`src/rtl/truth_table_sequencer_if.sv`:
```
// Signal bundle between the lab top level / bench (master) and the truth-table sequencer (slave).
// The master side also owns the table mux, so it supplies dut_y.
interface truth_table_sequencer_if #(
    parameter int MAX_IN = 4
);
    localparam int ROWS = 1 << MAX_IN;
    localparam int CW   = $clog2(ROWS + 1);

    logic              start;
    logic              abort;
    logic [2:0]        table_sel;
    logic [2:0]        n_in;
    logic [ROWS-1:0]   expected;
    logic              dut_y;
    logic [2:0]        dut_sel;
    logic [MAX_IN-1:0] dut_in;
    logic              busy;
    logic              row_valid;
    logic              done;
    logic              pass;
    logic              bad_cfg;
    logic [ROWS-1:0]   result;
    logic [MAX_IN-1:0] err_idx;
    logic [CW-1:0]     fail_cnt;

    modport master (
        output start, abort, table_sel, n_in, expected, dut_y,
        input  dut_sel, dut_in, busy, row_valid, done, pass, bad_cfg, result, err_idx, fail_cnt
    );

    modport slave (
        input  start, abort, table_sel, n_in, expected, dut_y,
        output dut_sel, dut_in, busy, row_valid, done, pass, bad_cfg, result, err_idx, fail_cnt
    );
endinterface

```
`src/rtl/truth_table_sequencer.sv`:
```
// Sweeps all input rows of a selected combinational table, captures its output and
// compares the captured truth table against a golden vector.
//
// state  | meaning
// IDLE   | waiting for start, dut_in parked at 0
// SETTLE | current row driven, settle down-counter running
// SAMPLE | capture dut_y for current row, compare with golden bit
// FIN    | sweep complete, done pulse with pass verdict
// BADCFG | illegal n_in at start, done pulse with bad_cfg
module truth_table_sequencer #(
    parameter int MAX_IN = 4,
    parameter int SETTLE = 1
) (
    input  logic clk,
    input  logic rst_n,
    truth_table_sequencer_if.slave bus
);
    localparam int ROWS = 1 << MAX_IN;
    localparam int CW   = $clog2(ROWS + 1);
    localparam logic [2:0]      N_MAX    = 3'(MAX_IN);
    localparam logic [3:0]      TMR_LOAD = 4'(SETTLE - 1);
    localparam logic [MAX_IN:0] ROW_ONE  = (MAX_IN+1)'(1);

    typedef enum logic [2:0] {S_IDLE, S_SETTLE, S_SAMPLE, S_FIN, S_BADCFG} state_t;

    state_t            state, state_nxt;
    logic [MAX_IN:0]   row, row_nxt;
    logic [3:0]        tmr, tmr_nxt;
    logic [2:0]        n_lat;
    logic [ROWS-1:0]   exp_lat;
    logic [ROWS-1:0]   result_nxt;
    logic [CW-1:0]     fail_nxt;
    logic [MAX_IN-1:0] err_nxt;
    logic              cfg_ok;
    logic              last_row;
    logic              go;

    assign cfg_ok   = (bus.n_in != 3'd0) && (bus.n_in <= N_MAX);
    assign last_row = (row == ((ROW_ONE << n_lat) - ROW_ONE));
    assign go       = (state == S_IDLE) && bus.start && !bus.abort;

    always_ff @(posedge clk or negedge rst_n) begin
        if (!rst_n) state <= S_IDLE;
        else        state <= state_nxt;
    end

    always_comb begin
        state_nxt  = state;
        row_nxt    = row;
        tmr_nxt    = tmr;
        result_nxt = bus.result;
        fail_nxt   = bus.fail_cnt;
        err_nxt    = bus.err_idx;
        case (state)
            S_IDLE: begin
                if (go && cfg_ok) begin
                    state_nxt  = S_SETTLE;
                    row_nxt    = '0;
                    tmr_nxt    = TMR_LOAD;
                    result_nxt = '0;
                    fail_nxt   = '0;
                    err_nxt    = '0;
                end else if (go) begin
                    state_nxt  = S_BADCFG;
                    result_nxt = '0;
                end
            end
            S_SETTLE: begin
                if (bus.abort)         state_nxt = S_IDLE;
                else if (tmr == 4'd0)  state_nxt = S_SAMPLE;
                else                   tmr_nxt   = tmr - 4'd1;
            end
            S_SAMPLE: begin
                if (bus.abort) begin
                    state_nxt = S_IDLE;
                end else begin
                    result_nxt[row[MAX_IN-1:0]] = bus.dut_y;
                    if (bus.dut_y != exp_lat[row[MAX_IN-1:0]]) begin
                        if (bus.fail_cnt != CW'(ROWS)) fail_nxt = bus.fail_cnt + CW'(1);
                        if (bus.fail_cnt == '0)        err_nxt  = row[MAX_IN-1:0];
                    end
                    if (last_row) begin
                        state_nxt = S_FIN;
                    end else begin
                        state_nxt = S_SETTLE;
                        row_nxt   = row + ROW_ONE;
                        tmr_nxt   = TMR_LOAD;
                    end
                end
            end
            S_FIN, S_BADCFG: state_nxt = S_IDLE;
            default:         state_nxt = S_IDLE;
        endcase
    end

    // Outputs are registered from the next state so they line up with the state they describe.
    always_ff @(posedge clk or negedge rst_n) begin
        if (!rst_n) begin
            row           <= '0;
            tmr           <= '0;
            n_lat         <= '0;
            exp_lat       <= '0;
            bus.dut_sel   <= '0;
            bus.dut_in    <= '0;
            bus.busy      <= 1'b0;
            bus.row_valid <= 1'b0;
            bus.done      <= 1'b0;
            bus.pass      <= 1'b0;
            bus.bad_cfg   <= 1'b0;
            bus.result    <= '0;
            bus.err_idx   <= '0;
            bus.fail_cnt  <= '0;
        end else begin
            row          <= row_nxt;
            tmr          <= tmr_nxt;
            bus.result   <= result_nxt;
            bus.fail_cnt <= fail_nxt;
            bus.err_idx  <= err_nxt;
            if (go && cfg_ok) begin
                bus.dut_sel <= bus.table_sel;
                n_lat       <= bus.n_in;
                exp_lat     <= bus.expected;
            end
            bus.busy      <= (state_nxt == S_SETTLE) || (state_nxt == S_SAMPLE);
            bus.row_valid <= (state_nxt == S_SAMPLE);
            bus.done      <= (state_nxt == S_FIN) || (state_nxt == S_BADCFG);
            bus.dut_in    <= ((state_nxt == S_SETTLE) || (state_nxt == S_SAMPLE)) ?
                             row_nxt[MAX_IN-1:0] : '0;
            if (state_nxt == S_FIN)         bus.pass <= (fail_nxt == '0);
            else if (state_nxt != S_IDLE)   bus.pass <= 1'b0;
            if (state_nxt == S_BADCFG)                             bus.bad_cfg <= 1'b1;
            else if (state == S_IDLE && state_nxt == S_SETTLE)     bus.bad_cfg <= 1'b0;
        end
    end
endmodule

```
`src/flat_wrapper.sv`:
```
// flat-port wrapper written by rule: the top's interface ports become plain ports
module truth_table_sequencer_flat 
#(
    parameter int MAX_IN = 4,
    parameter int SETTLE = 1
)
  (clk, rst_n, bus_start, bus_abort, bus_table_sel, bus_n_in, bus_expected, bus_dut_y, bus_dut_sel, bus_dut_in, bus_busy, bus_row_valid, bus_done, bus_pass, bus_bad_cfg, bus_result, bus_err_idx, bus_fail_cnt);
  truth_table_sequencer_if #(.MAX_IN(MAX_IN)) bus_i ();
  input  logic clk;
  input  logic rst_n;
  input wire logic [$bits(bus_i.start)-1:0] bus_start;
  input wire logic [$bits(bus_i.abort)-1:0] bus_abort;
  input wire logic [$bits(bus_i.table_sel)-1:0] bus_table_sel;
  input wire logic [$bits(bus_i.n_in)-1:0] bus_n_in;
  input wire logic [$bits(bus_i.expected)-1:0] bus_expected;
  input wire logic [$bits(bus_i.dut_y)-1:0] bus_dut_y;
  output wire logic [$bits(bus_i.dut_sel)-1:0] bus_dut_sel;
  output wire logic [$bits(bus_i.dut_in)-1:0] bus_dut_in;
  output wire logic [$bits(bus_i.busy)-1:0] bus_busy;
  output wire logic [$bits(bus_i.row_valid)-1:0] bus_row_valid;
  output wire logic [$bits(bus_i.done)-1:0] bus_done;
  output wire logic [$bits(bus_i.pass)-1:0] bus_pass;
  output wire logic [$bits(bus_i.bad_cfg)-1:0] bus_bad_cfg;
  output wire logic [$bits(bus_i.result)-1:0] bus_result;
  output wire logic [$bits(bus_i.err_idx)-1:0] bus_err_idx;
  output wire logic [$bits(bus_i.fail_cnt)-1:0] bus_fail_cnt;
  assign bus_i.start = bus_start;
  assign bus_i.abort = bus_abort;
  assign bus_i.table_sel = bus_table_sel;
  assign bus_i.n_in = bus_n_in;
  assign bus_i.expected = bus_expected;
  assign bus_i.dut_y = bus_dut_y;
  assign bus_dut_sel = bus_i.dut_sel;
  assign bus_dut_in = bus_i.dut_in;
  assign bus_busy = bus_i.busy;
  assign bus_row_valid = bus_i.row_valid;
  assign bus_done = bus_i.done;
  assign bus_pass = bus_i.pass;
  assign bus_bad_cfg = bus_i.bad_cfg;
  assign bus_result = bus_i.result;
  assign bus_err_idx = bus_i.err_idx;
  assign bus_fail_cnt = bus_i.fail_cnt;
  truth_table_sequencer #(.MAX_IN(MAX_IN), .SETTLE(SETTLE)) u_core (.clk(clk), .rst_n(rst_n), .bus(bus_i));
endmodule
```
`config.mk`:
```
export PLATFORM = sky130hd
export DESIGN_NAME = truth_table_sequencer_flat
export DESIGN_NICKNAME = d
export VERILOG_FILES = /design/src/rtl/truth_table_sequencer_if.sv /design/src/rtl/truth_table_sequencer.sv /design/src/flat_wrapper.sv
export SDC_FILE = /design/constraint.sdc
export NUM_CORES = 1
export LEC_CHECK = 0
export BUFFER_PORTS_ARGS = -buffer_cell sky130_fd_sc_hd__buf_2
export CORE_ASPECT_RATIO = 2
export CORE_MARGIN = 10
export CORE_UTILIZATION = 35
export DETAILED_ROUTE_END_ITERATION = 6
export PLACE_DENSITY = 0.53
export REMOVE_ABC_BUFFERS = 1
export SLEW_MARGIN = 40
export SYNTH_ARGS = -nofsm -noshare
export SYNTH_HDL_FRONTEND = slang
export SYNTH_SLANG_ARGS = --single-unit
```
`constraint.sdc`:
```
create_clock -name clk -period 3.37 [get_ports clk]
set_input_delay 0.674 -clock clk [delete_from_list [all_inputs] [get_ports clk]]
set_output_delay 0.674 -clock clk [all_outputs]
set_load 0.005 [all_outputs]
```
======== After elaboration in Yosys (flattened, before gate mapping) ========
Index checks and enable logic that the tools add are counted.
operators by class
  $add $sub $neg .......................... 4
  magnitude comparators ................... 3
  eq/ne operators ......................... 17
  shifts and indexed selects .............. 1
  muxes and demuxes ....................... 40
  reduce and logical (&&, ||, !) cells .... 23
operators with widths
  operator                                                     number
  two-way mux 16 bit                                           3
  two-way mux 4 bit                                            9
  two-way mux 5 bit                                            7
  one-hot mux 16 bit (2 select lines)                          1
  one-hot mux 5 bit (2 select lines)                           2
  bitwise mux 16 bit                                           1
  two-way mux 3 bit                                            5
  one-hot mux 4 bit (3 select lines)                           1
  adder 5 x 1 -> 5 bit (second input constant)                 2
  zero test 5 bit                                              2
  != test 2 bit (second input constant)                        5
  equality test 3 x 2 -> 1 bit (second input constant)         3
  one-hot mux 3 bit (3 select lines)                           1
  nonzero test 3 bit                                           3
  one-hot mux 4 bit (2 select lines)                           1
  equality test 3 x 1 -> 1 bit (second input constant)         2
  logical AND 1 bit                                            6
  two-way mux 1 bit                                            6
  AND reduction 6 bit                                          1
  nonzero test 2 bit                                           3
  equality test 5 bit                                          1
  less-than comparator 4 x 5 -> 1 bit (second input constant)  1
  != test 5 bit (second input constant)                        1
  AND reduction 5 bit                                          1
  18 further kinds                                             20
storage, ports and cells
  bits in registers ....................... 68
  bits of input ports ..................... 27
  output and inout bits ................... 37
  word-level logic and storage cells ...... 104

======== Longest topological paths before layout ========
Gate-level depths: netlist (run 1).
  depth after elaboration ................. 10
  depth in mapped cells ................... 10
  mapped depth without buffers ............ 9

======== Least setup slack after synthesis (run 1) ========
Ideal clock, no wire load.
  path kind ............................... input -> register
  start ................................... in bus_abort
  end ..................................... reg u_core.bus.pass
  setup time .............................. 0.128 ns
  data arrival time ....................... 2.451 ns
  data required time ...................... 3.242 ns
  slack ................................... 0.791 ns
  stages .................................. 9
  path buffers ............................ 2
  path through ............................ buf_2 or4b_1 buf_2 or3_1 o221ai_1 o21ai_1 nor3_1 nand4b_1 o32ai_2
on the way
  word-level cells in the longest chain between the ends .. 7
  elaborated cells between the ends (all ways) .. 16
  those cells by class .................... 1 x eq/ne; 9 x mux; 6 x reduce/logical
RTL lines
  element                                                                                   line                                                      source
  from (decl)                                                                               flat_wrapper.sv:12                                        input wire logic [$bits(bus_i.abort)-1:0] bus_abort;
  zero test 1 bit                                                                           truth_table_sequencer.sv:40                               assign go = (state == S_IDLE) && bus.start && !bus.abort;
  logical AND 1 bit                                                                         truth_table_sequencer.sv:40
  two-way mux 3 bit or logical AND 1 bit (tied branches)                                    truth_table_sequencer.sv:63, truth_table_sequencer.sv:56
  two-way mux 3 bit or two-way mux 5 bit (tied branches)                                    truth_table_sequencer.sv:56                               if (go && cfg_ok) begin
  one-hot mux 3 bit (3 select lines) or one-hot mux 5 bit (2 select lines) (tied branches)  truth_table_sequencer.sv:54                               case (state)
  equality test 3 x 2 -> 1 bit, or another cell as far along                                truth_table_sequencer.sv:129                              if (state_nxt == S_FIN) bus.pass <= (fail_nxt == '0);
  two-way mux 1 bit or nonzero test 2 bit (tied branches)                                   -
  to (signal assigned)                                                                      truth_table_sequencer.sv:129
  to (decl)                                                                                 truth_table_sequencer_if.sv:33                            output dut_sel, dut_in, busy, row_valid, done, pass, bad_cfg, result, err_idx, fail_cnt
Several ways; a longest one is shown, not always the timed one.
A chain may end at the register's enable or synchronous reset.

======== Worst setup path after layout (run 1) ========
  start ................................... reg u_core.row[0]
  end ..................................... reg u_core.bus.err_idx[1]
on the way
  word-level cells in the longest chain between the ends .. 5
RTL lines
  element                                  line                            source
  from (decl)                              truth_table_sequencer.sv:27     logic [MAX_IN:0] row, row_nxt;
  from (signal assigned)                   truth_table_sequencer.sv:114    row <= row_nxt;
  binary-select mux 1 bit (select 4 bit)   truth_table_sequencer.sv:78     if (bus.dut_y != exp_lat[row[MAX_IN-1:0]]) begin
  two-way mux 1 bit (not written as such)  truth_table_sequencer.sv:78
  != test 1 bit                            truth_table_sequencer.sv:78
  != test 2 x 1 -> 1 bit (no line)         -
  AND reduction 5 bit (no line)            -
  to (signal assigned)                     truth_table_sequencer.sv:118    bus.err_idx <= err_nxt;
  to (decl)                                truth_table_sequencer_if.sv:33
No other way between the ends. The select of a mux whose other input is x is not followed.

==> impl_metrics.py, run 1 <==
metrics = {
    "clock_network": {
        "h-tree-depth": 3,
        "insertion_delay_ns": 0.34,
        "cts_buffer_depth": 2,
        "post_cts_buffers": 0,
        "cts-root-buf": "clkbuf_16",
        "clk_pin_slew_worst_paths_ns": 0.06,
        "ctsHoldBuffers": 0,
        "cts_tree": "done",
        "cts_num_sinks": 68,
        "cts_made_buffers": 9,
        "post_cts_resize_count": 0,
    },
    "die": {
        "io-pin-count": 64,
        "initial_core_util_pct": 36.0,
        "die_w_um": 90.8,
        "chipHeight_um": 162,
        "rows": 51,
        "core-area_mm2": 0.00976,
        "die-area_mm2": 0.0147,
    },
    "run_status": {
        "status": "completed",
    },
    "sta": {
        "postLayoutSetupSlackWorst_ns": 0.534,
        "hold_ws_ns": 0.262,
        "rsz0062_at_grt": "no",
        "max_freq_mhz": 353,
        "hold_violations": 0,
        "fin_crit_ns": 2.84,
        "tightest_slew_ns": 0.736,
        "max_slew_margin_pct": 51.0,
        "fin_skew_ns": 0.00785,
        "min_period_over_period_pct": 84.2,
        "setup_viol": 0,
        "slew_viol_final": 0,
    },
    "route": {
        "via_per_inst": 5.25,
        "drc_errors": 0,
        "post_drt_wl_per_cell_um": 17.5,
        "via_count": 2874,
        "drt_iter0_markers": 139,
        "postRouteAntennaNets": 0,
        "wl_um": 9560,
        "first_pass_iters": 4,
    },
    "logic_synthesis": {
        "ys_top_cells_by_count": "dfrtp_1 (68), o21ai_0 (43), nand2_1 (28)",
        "synth_warnings": 0,
        "netlist_instances": 344,
        "synth_edf_count": 0,
        "yosysMostFrequentCell": "dfrtp_1",
        "seq_area_frac_synth_pct": 48.5,
        "syn_avg_cell_area_um2": 10.2,
        "synth_area_leader_cell": "dfrtp_1",
        "syn-cell-area_mm2": 0.00351,
        "async_flop_share_pct": 100,
        "synth_top_area_share_pct": 48.5,
        "synth-main-ff-cell": "dfrtp_1",
        "yosysUniqueCellTypes": 60,
        "ys_ff_latch": 68,
        "synth.area.top_cells": "dfrtp_1 (48%), o21ai_0 (6.1%), mux2_2 (5.5%)",
    },
    "placed_design": {
        "globalplace.congestion": 0.849,
        "post-place-ws_ns": 0.511,
        "dp_hpwl_um": 7330,
        "port_buffers": 63,
        "place_area_mm2": 0.00400,
    },
    "setup_path": {
        "worstSetupStartpoint": "u_core.row[0]",
        "r2r-start": "u_core.row[0]",
        "path_cells": "mux4_2 > mux2i_4 > mux2_4 > nor2_2 > nor3_2 > o21ai_2 > mux2_4",
        "slowest_stage": "dfrtp_1",
        "cp_data_required_time_ns": 3.59,
        "cp_common_cell": "mux2_4",
        "cp-start-kind": "flop",
        "max_stage_delay_ns": 0.70,
        "worstSetupEndpointType": "flop",
        "path_class": "flop to flop",
        "crit_arrival_ns": 3.05,
        "cp_top_family": "multiplexers",
        "crit_buf_inv": 0,
        "cp_max_fo": 12,
    },
    "pwr": {
        "combinationalPowerShare_pct": 25.8,
        "p_leak_nw": 2.04,
        "power.share.clock_pct": 35.5,
        "p_switching_uw": 908,
        "p_int_mw": 2.06,
        "power_density_mw_per_mm2": 684,
        "seq_power_share_pct": 38.7,
        "switching_share_pct": 30.6,
        "vdd_drop_max_mv": 0.366,
    },
    "layout": {
        "final_area_mm2": 0.00434,
        "layout.nets": 445,
        "drive_gt1_share_pct": 30.8,
        "syn_to_final_growth_pct": 23.6,
        "num_antenna_cells": 0,
        "final_core_util_pct": 44.4,
    },
    "grt": {
        "antenna_found_initial": 0,
        "grt_pass1_vias": 3065,
        "grt.overflow.total": 0,
        "track_usage_pct": 13.4,
        "grt_pass1_wl_um": 15800,
        "grt_max_degree": 27,
    },
    "hold_path": {
        "hp-class": "input port to async pin",
    },
    "job": {
        "drv_cap": 0,
    },
}
[final cells by class]
cell class | instances | area [µm²]
inverters | 14 | 52.6
fillers | 979 | 5420
multi-input cells | 243 | 1690
repair buffers | 74 | 398
well taps | 132 | 165
clock buffers | 12 | 267
flip-flops and latches | 68 | 1700
clock inverters | 4 | 70.1
[cells in the final DEF (no fill, tap or decap), drive strengths merged, types with 3 or more instances in the layout]
cell type  instances
clkbuf            12
a21oi             21
nor3               8
nand3             10
ha                 8
a21bo              3
nand4              3
buf               74
nand2b             6
o31ai              4
clkinv             3
nor2              19
a21boi             4
mux4               4
inv               13
or4                3
o21ai             48
o211ai             4
dfrtp             68
and2               4
a31oi              6
mux2              19
nand2             28
mux2i              4
or3                3
[metrics by stage]
stage,cells,power (mW),TNS [ns]
after detailed placement,531,1.94,0
after CTS,547,3.00,0
after floorplan,325,1.65,-33.00
after global placement,531,1.92,0
final,547,2.97,0
after global routing,547,3.15,0
[per-layer routing]
| metal | share of wire [%] | vias up | GRT usage (%) |
|---|---|---|---|
| met2 | 53 | 69 | 24.0 |
| met3 | 4.8 | 20 | 3.25 |
| met4 | 3.4 | 0 | 7.59 |
| met1 | 39 | 1400 | 13.8 |
| met5 | 0 | - | 0 |
| li1 | - | 1385 | - |
[power by group through the flow]
stage | clock network (mW) | logic [mW] | registers [mW]
finish | 1.05 | 0.765 | 1.15
CTS | 1.07 | 0.780 | 1.15
global route | 1.10 | 0.872 | 1.18
global placement | 0 | 0.761 | 1.16
detailed placement | 0 | 0.776 | 1.17
floorplan | 0 | 0.536 | 1.12
[worst paths after layout]
path,end,slack (ns),cells past startpoint
max,u_core.bus.err_idx[1],0.53,7
min,u_core.bus.result[14],0.26,1
min reg2reg,u_core.bus.dut_sel[1],0.48,2
max reg2reg,u_core.bus.err_idx[1],0.53,7
min in group clk,u_core.bus.dut_sel[1],0.48,2
max in group asynchronous,u_core.bus.fail_cnt[2],2.41,2
[sequential cells by signal, indices dropped and copies added, names as in the netlist]
register              cells
u_core.bus.done           1
u_core.bus.bad_cfg        1
u_core.bus.result        16
u_core.state              3
u_core.bus.row_valid      1
u_core.bus.err_idx        4
u_core.n_lat              3
u_core.tmr                4
u_core.bus.fail_cnt       5
u_core.bus.dut_in         4
u_core.bus.pass           1
u_core.bus.dut_sel        3
u_core.row                5
u_core.bus.busy           1
u_core.exp_lat           16
[worst register-to-register path: stages (launching register included)]
cell     delay, ns
dfrtp_1       0.70
mux4_2        0.61
mux2i_4       0.23
mux2_4        0.34
nor2_2        0.21
nor3_2        0.10
o21ai_2       0.21
mux2_4        0.32
[cell families (layout without fill, tap and decap cells)]
family | after synthesis | after routing | synth area share (%)
AND/OR/NAND/NOR | 98 | 98 | 14.5
buffers and inverters | 33 | 104 | 3.96
flip-flops | 68 | 68 | 48.5
multiplexers | 27 | 27 | 10.7
XOR/XNOR | 2 | 2 | 0.499
adder cells (fa/ha/maj) | 8 | 8 | 2.85
AO/OA/AOI/OAI | 108 | 108 | 19.0
(Power assumes the default switching activity.)
==> run 2: changes to the inputs <==
==> constraint.sdc (replaced) <==
create_clock -name clk -period 2.8 [get_ports clk]
set_input_delay 0.56 -clock clk [delete_from_list [all_inputs] [get_ports clk]]
set_output_delay 0.56 -clock clk [all_outputs]
set_load 0.005 [all_outputs]
==> run 2 against run 1 <==
  * Sequential share of layout area fell by 0.74 points
  * First-iteration DRC count down 5.0%
  * Wire length rose by 0.58%
  * Power grew 17%
  * Sequential power rose by 18%
  * Fmax up 9.3%
  * Final cell count up 2.0%
  * Combinational power increased by 30%
  * Clock power increased by 8%
  * Worst hold slack got worse by 0.13 ns
  * Largest power group unchanged
==> impl_metrics.py, run 2 (same netlist as run 1, synthesis figures left out) <==
metrics = {
    "pwr": {
        "finalPower_mw": 3.49,
        "seq_power_share_pct": 39.1,
        "vdd_drop_max_mv": 0.420,
        "power_density_mw_per_mm2": 788,
        "p_leak_nw": 2.08,
        "p_switching_mw": 1.12,
        "switching_share_pct": 32.2,
        "combinationalPowerShare_pct": 28.5,
        "p_int_mw": 2.36,
        "power.share.clock_pct": 32.4,
    },
    "clock_network": {
        "cts_made_buffers": 9,
        "post_cts_resize_count": 0,
        "h-tree-depth": 3,
        "clk_pin_slew_worst_paths_ns": 0.06,
        "cts-root-buf": "clkbuf_16",
        "insertion_delay_ns": 0.33,
        "ctsHoldBuffers": 0,
        "cts_num_sinks": 68,
        "cts_tree": "done",
        "cts_buffer_depth": 2,
        "post_cts_buffers": 0,
    },
    "setup_path": {
        "path_class": "flop to flop",
        "rr_worst_depth": 7,
        "worstSetupEndpointType": "flop",
        "cp_data_required_time_ns": 3.01,
        "rrSetupSlack_ns": 0.21,
        "cp-start-kind": "flop",
        "worstSetupStartpoint": "u_core.row[0]",
        "r2r-start": "u_core.row[0]",
        "r2r_end": "u_core.bus.err_idx[1]",
        "cp_max_fo": 5,
        "crit_arrival_ns": 2.81,
    },
    "route": {
        "wl_um": 9610,
        "post_drt_wl_per_cell_um": 17.2,
        "postRouteAntennaNets": 0,
        "via_per_inst": 5.25,
        "first_pass_iters": 4,
        "drt_iter0_markers": 132,
        "via_count": 2930,
        "drc_errors": 0,
    },
    "grt": {
        "grt_max_degree": 36,
        "grt_pass1_vias": 3115,
        "antenna_found_initial": 0,
        "grt_pass1_wl_um": 16000,
        "grt.overflow.total": 0,
        "track_usage_pct": 13.6,
    },
    "sta": {
        "postLayoutSetupSlackWorst_ns": 0.206,
        "max_slew_margin_pct": 66.2,
        "slew_viol_final": 0,
        "hold_ws_ns": 0.132,
        "fin_crit_ns": 2.59,
        "hold_violations": 0,
        "max_freq_mhz": 385,
        "min_period_over_period_pct": 92.6,
        "fin_skew_ns": 0.00751,
        "rsz0062_at_grt": "no",
        "tightest_slew_ns": 0.504,
        "setup_viol": 0,
    },
    "layout": {
        "drive_gt1_share_pct": 32.9,
        "largestRegisters": "u_core.bus.result x16, u_core.exp_lat x16",
        "final_common_cell": "dfrtp_1",
        "final_area_mm2": 0.00442,
        "syn_to_final_growth_pct": 26.0,
        "num_antenna_cells": 0,
        "multi_input_area_mm2": 0.00169,
        "mostFrequentLayoutCells": "dfrtp_1 (68), buf_2 (63), o21ai_0 (43), nand2_1 (28), a21oi_1 (21)",
        "layout.nets": 456,
        "fillCellCount": 952,
        "ff_latch_area_mm2": 0.00170,
    },
    "die": {
        "initial_core_util_pct": 36.0,
        "die-area_mm2": 0.0147,
        "rows": 51,
        "io-pin-count": 64,
        "die_w_um": 90.8,
        "chipHeight_um": 162,
        "core-area_mm2": 0.00976,
    },
    "placed_design": {
        "dp_hpwl_um": 7470,
        "post-place-ws_ns": 0.193,
        "port_buffers": 63,
        "place_area_mm2": 0.00412,
        "globalplace.congestion": 0.873,
    },
    "run_status": {
        "status": "completed",
    },
    "hold_path": {
        "hp-class": "input port to async pin",
    },
    "job": {
        "drv_cap": 0,
    },
}
-- run 2: worst max-delay path by stage --
stage | end | slack [ns] | depth (start not counted)
after detailed placement | u_core.bus.err_idx[1] | 0.19 | 7
after CTS | u_core.bus.err_idx[1] | 0.18 | 7
after floorplan | u_core.bus.pass | -1.76 | 6
after global routing | u_core.bus.dut_in[1] | 0.003 | 8
after global placement | u_core.bus.err_idx[1] | 0.24 | 7
final | u_core.bus.err_idx[1] | 0.21 | 7
-- run 2: area by class of cell --
| cell class | instances | share of cell area, % |
|---|---|---|
| clock buffers | 9 | 5.09 |
| clock inverters | 7 | 1.73 |
| inverters | 14 | 1.19 |
| multi-input cells | 243 | 38.2 |
| flip-flops and latches | 68 | 38.5 |
| well taps | 132 | 3.73 |
| repair buffers | 85 | 11.6 |
-- run 2: critical path: stages, from the launching register on --
cell	delay [ns]
dfrtp_1	0.48
mux4_2	0.56
mux2i_4	0.23
mux2_4	0.34
nor2_2	0.23
nor3_2	0.10
o21ai_2	0.21
mux2_4	0.32
-- run 2: metrics by stage --
stage               instances  utilization, %  setup TNS (ns)
floorplan                 325               -          -54.43
detailed placement        542            42.2               0
global placement          541            41.9               0
global route              558            45.3               0
finish                    558            45.3               0
CTS                       558            45.3               0
-- run 2: power groups by stage --
stage	Sequential (mW)	Combinational (mW)	Clock (mW)
floorplan	1.35	0.645	0
global placement	1.38	0.987	0
detailed placement	1.38	1.01	0
CTS	1.37	1.01	1.17
global route	1.40	1.11	1.21
finish	1.36	0.995	1.13
-- run 2: layer usage --
layer	vias up	wire length, µm	GRT usage (%)
li1	1410	-	-
met2	82	5200	24.1
met1	1418	3670	14.1
met3	20	424	3.71
met5	-	0	0
met4	0	317	7.31
==> run 3: changes to the inputs <==
--- a/config.mk
+++ b/config.mk
@@ -10,7 +10,7 @@
 export CORE_MARGIN = 10
 export CORE_UTILIZATION = 35
 export DETAILED_ROUTE_END_ITERATION = 6
-export PLACE_DENSITY = 0.53
+export RECOVER_POWER = 50
 export REMOVE_ABC_BUFFERS = 1
 export SLEW_MARGIN = 40
 export SYNTH_ARGS = -nofsm -noshare
==> constraint.sdc (replaced) <==
create_clock -name clk -period 2.24 [get_ports clk]
set_input_delay 0.448 -clock clk [delete_from_list [all_inputs] [get_ports clk]]
set_output_delay 0.448 -clock clk [all_outputs]
set_load 0.005 [all_outputs]
==> run 3 against run 2 <==
  * The run now ends with negative setup slack left
  * Die area stayed put
  * Worst setup slack worse by 0.42 ns
  * Via count up 6.7%
  * Fmax is 5.5% higher
  * Critical path depth grew 1
  * Worst hold slack better by 0.15 ns
  * Sequential power rose by 24%
  * First-iteration DRC count up 45%
  * Clock-buffer cell count increased by 1
  * Global-route usage up 0.72 points
  * Clock skew fell by 0.0026 ns
  * Largest power group unchanged
==> impl_metrics.py, run 3 (same netlist as run 1, synthesis figures left out) <==
metrics = {
    "sta": {
        "postLayoutSetupSlackWorst_ns": -0.219,
        "fin_crit_ns": 2.46,
        "hold_ws_ns": 0.287,
        "fin_skew_ns": 0.00490,
        "max_freq_mhz": 407,
        "setup_viol": 14,
        "slew_viol_final": 0,
        "max_slew_margin_pct": 28.2,
        "tightest_slew_ns": 1.08,
        "rsz0062_at_grt": "yes",
        "hold_violations": 0,
        "min_period_over_period_pct": 110,
    },
    "die": {
        "chipHeight_um": 162,
        "die-area_mm2": 0.0147,
        "rows": 51,
        "initial_core_util_pct": 36.0,
        "die_w_um": 90.8,
        "io-pin-count": 64,
        "core-area_mm2": 0.00976,
    },
    "clock_network": {
        "insertion_delay_ns": 0.34,
        "cts-root-buf": "clkbuf_16",
        "cts_buffer_depth": 2,
        "cts_tree": "done",
        "cts_num_sinks": 68,
        "h-tree-depth": 3,
        "cts_made_buffers": 9,
        "clk_pin_slew_worst_paths_ns": 0.06,
    },
    "grt": {
        "grt_pass1_vias": 3323,
        "busiest_layer": "met2",
        "antenna_found_initial": 0,
        "met1_usage_pct": 13.9,
        "grt_use_met3_pct": 3.16,
        "grtUsageMet2_pct": 26.6,
        "grt.overflow.total": 0,
        "grt_pass1_wl_um": 16700,
        "grt_max_degree": 25,
        "track_usage_pct": 14.3,
    },
    "route": {
        "first_pass_iters": 4,
        "drc_errors": 0,
        "wl_um": 10500,
        "via_per_inst": 5.28,
        "via_count": 3127,
        "drt_iter0_markers": 191,
        "postRouteAntennaNets": 0,
        "post_drt_wl_per_cell_um": 17.7,
    },
    "placed_design": {
        "place_area_mm2": 0.00431,
        "post-place-ws_ns": -0.395,
        "port_buffers": 63,
        "dp_hpwl_um": 8140,
        "globalplace.congestion": 0.881,
    },
    "layout": {
        "num_antenna_cells": 0,
        "layout.nets": 490,
        "largestRegisters": "u_core.bus.result x16, u_core.exp_lat x16",
        "final_area_mm2": 0.00472,
        "mostFrequentLayoutCells": "dfrtp_1 (67), buf_2 (56), buf_4 (50), o21ai_0 (41), nand2_1 (28)",
        "final_common_cell": "dfrtp_1",
        "drive_gt1_share_pct": 38.3,
        "syn_to_final_growth_pct": 34.5,
    },
    "hold_path": {
        "hp-class": "input port to async pin",
    },
    "pwr": {
        "power_density_mw_per_mm2": 990,
        "vdd_drop_max_mv": 0.491,
        "p_leak_nw": 2.21,
        "finalPower_mw": 4.67,
    },
    "setup_path": {
        "path_class": "flop to flop",
        "cp-start-kind": "flop",
        "worstSetupEndpointType": "flop",
        "r2r-start": "u_core.row[0]",
        "worstSetupStartpoint": "u_core.row[0]",
        "cp_data_required_time_ns": 2.48,
        "cp_max_fo": 5,
        "crit_arrival_ns": 2.70,
    },
    "run_status": {
        "status": "finished with violations",
        "violations": "negative setup slack",
    },
    "job": {
        "drv_cap": 0,
    },
}
-- run 3: cell count changes in the layout (fill, tap and decap cells not counted), moves of 2 or more --
cell	before	now
buf_4	20	50
clkbuf_1	0	9
buf_2	63	56
a21oi_1	21	18
a21oi_2	0	3
buf_6	0	3
o21ai_0	43	41
-- run 3: routing by layer --
layer  part of all wire [%]  routed length [µm]  up-vias
li1                       -                   -     1475
met1                     36                3760     1549
met2                     57                5990       76
met3                    3.1                 326       27
met4                    3.9                 408        0
met5                      0                   0        -
-- run 3: area by class of cell --
cell class,count,area (µm²)
multi-input cells,243,1770
clock buffers,10,239
clock inverters,6,63.8
fillers,930,5040
flip-flops and latches,68,1700
inverters,14,52.6
repair buffers,119,728
well taps,132,165
-- run 3: power breakdown --
part,switching (mW),internal [mW],leakage (nW)
sequential,0.185,1.49,0.887
combinational,0.789,0.770,1.18
clock,0.547,0.889,0.144
-- run 3: timing repair --
action	in CTS	in global routing
gates resized for setup	9	14
hold buffers	0	0
buffers inserted	1	4
pin swaps	1	7
endpoints found under the setup margin	23	24
gates cloned	0	0
-- run 3: worst max-delay path, cell delays in order, from the launching register on --
cell and delay (ns):
dfrtp_2 0.44, mux4_2 0.56, mux2i_4 0.25, mux2i_4 0.28, buf_4 0.14, o211ai_1 0.11
a32oi_1 0.22, nand4b_1 0.16, o32ai_2 0.21
-- run 3: final timing paths --
path	endpoint	slack, ns	cells after the start
min in group clk	u_core.bus.dut_sel[1]	0.30	3
worst min register to register	u_core.bus.dut_sel[2]	0.47	2
worst max-delay path	u_core.bus.pass	-0.22	8
max in group asynchronous	u_core.bus.result[3]	0.72	2
worst max register to register	u_core.bus.pass	-0.22	8
worst min-delay path	u_core.exp_lat[1]	0.29	1
-- run 3: stage by stage --
step,util (%),TNS (ns),instances
after floorplan,-,-76.01,325
after global placement,44.1,-2.07,572
after detailed placement,44.2,-4.27,572
after CTS,47.6,-1.62,589
after global routing,48.4,-3.74,592
final,48.4,-1.20,592
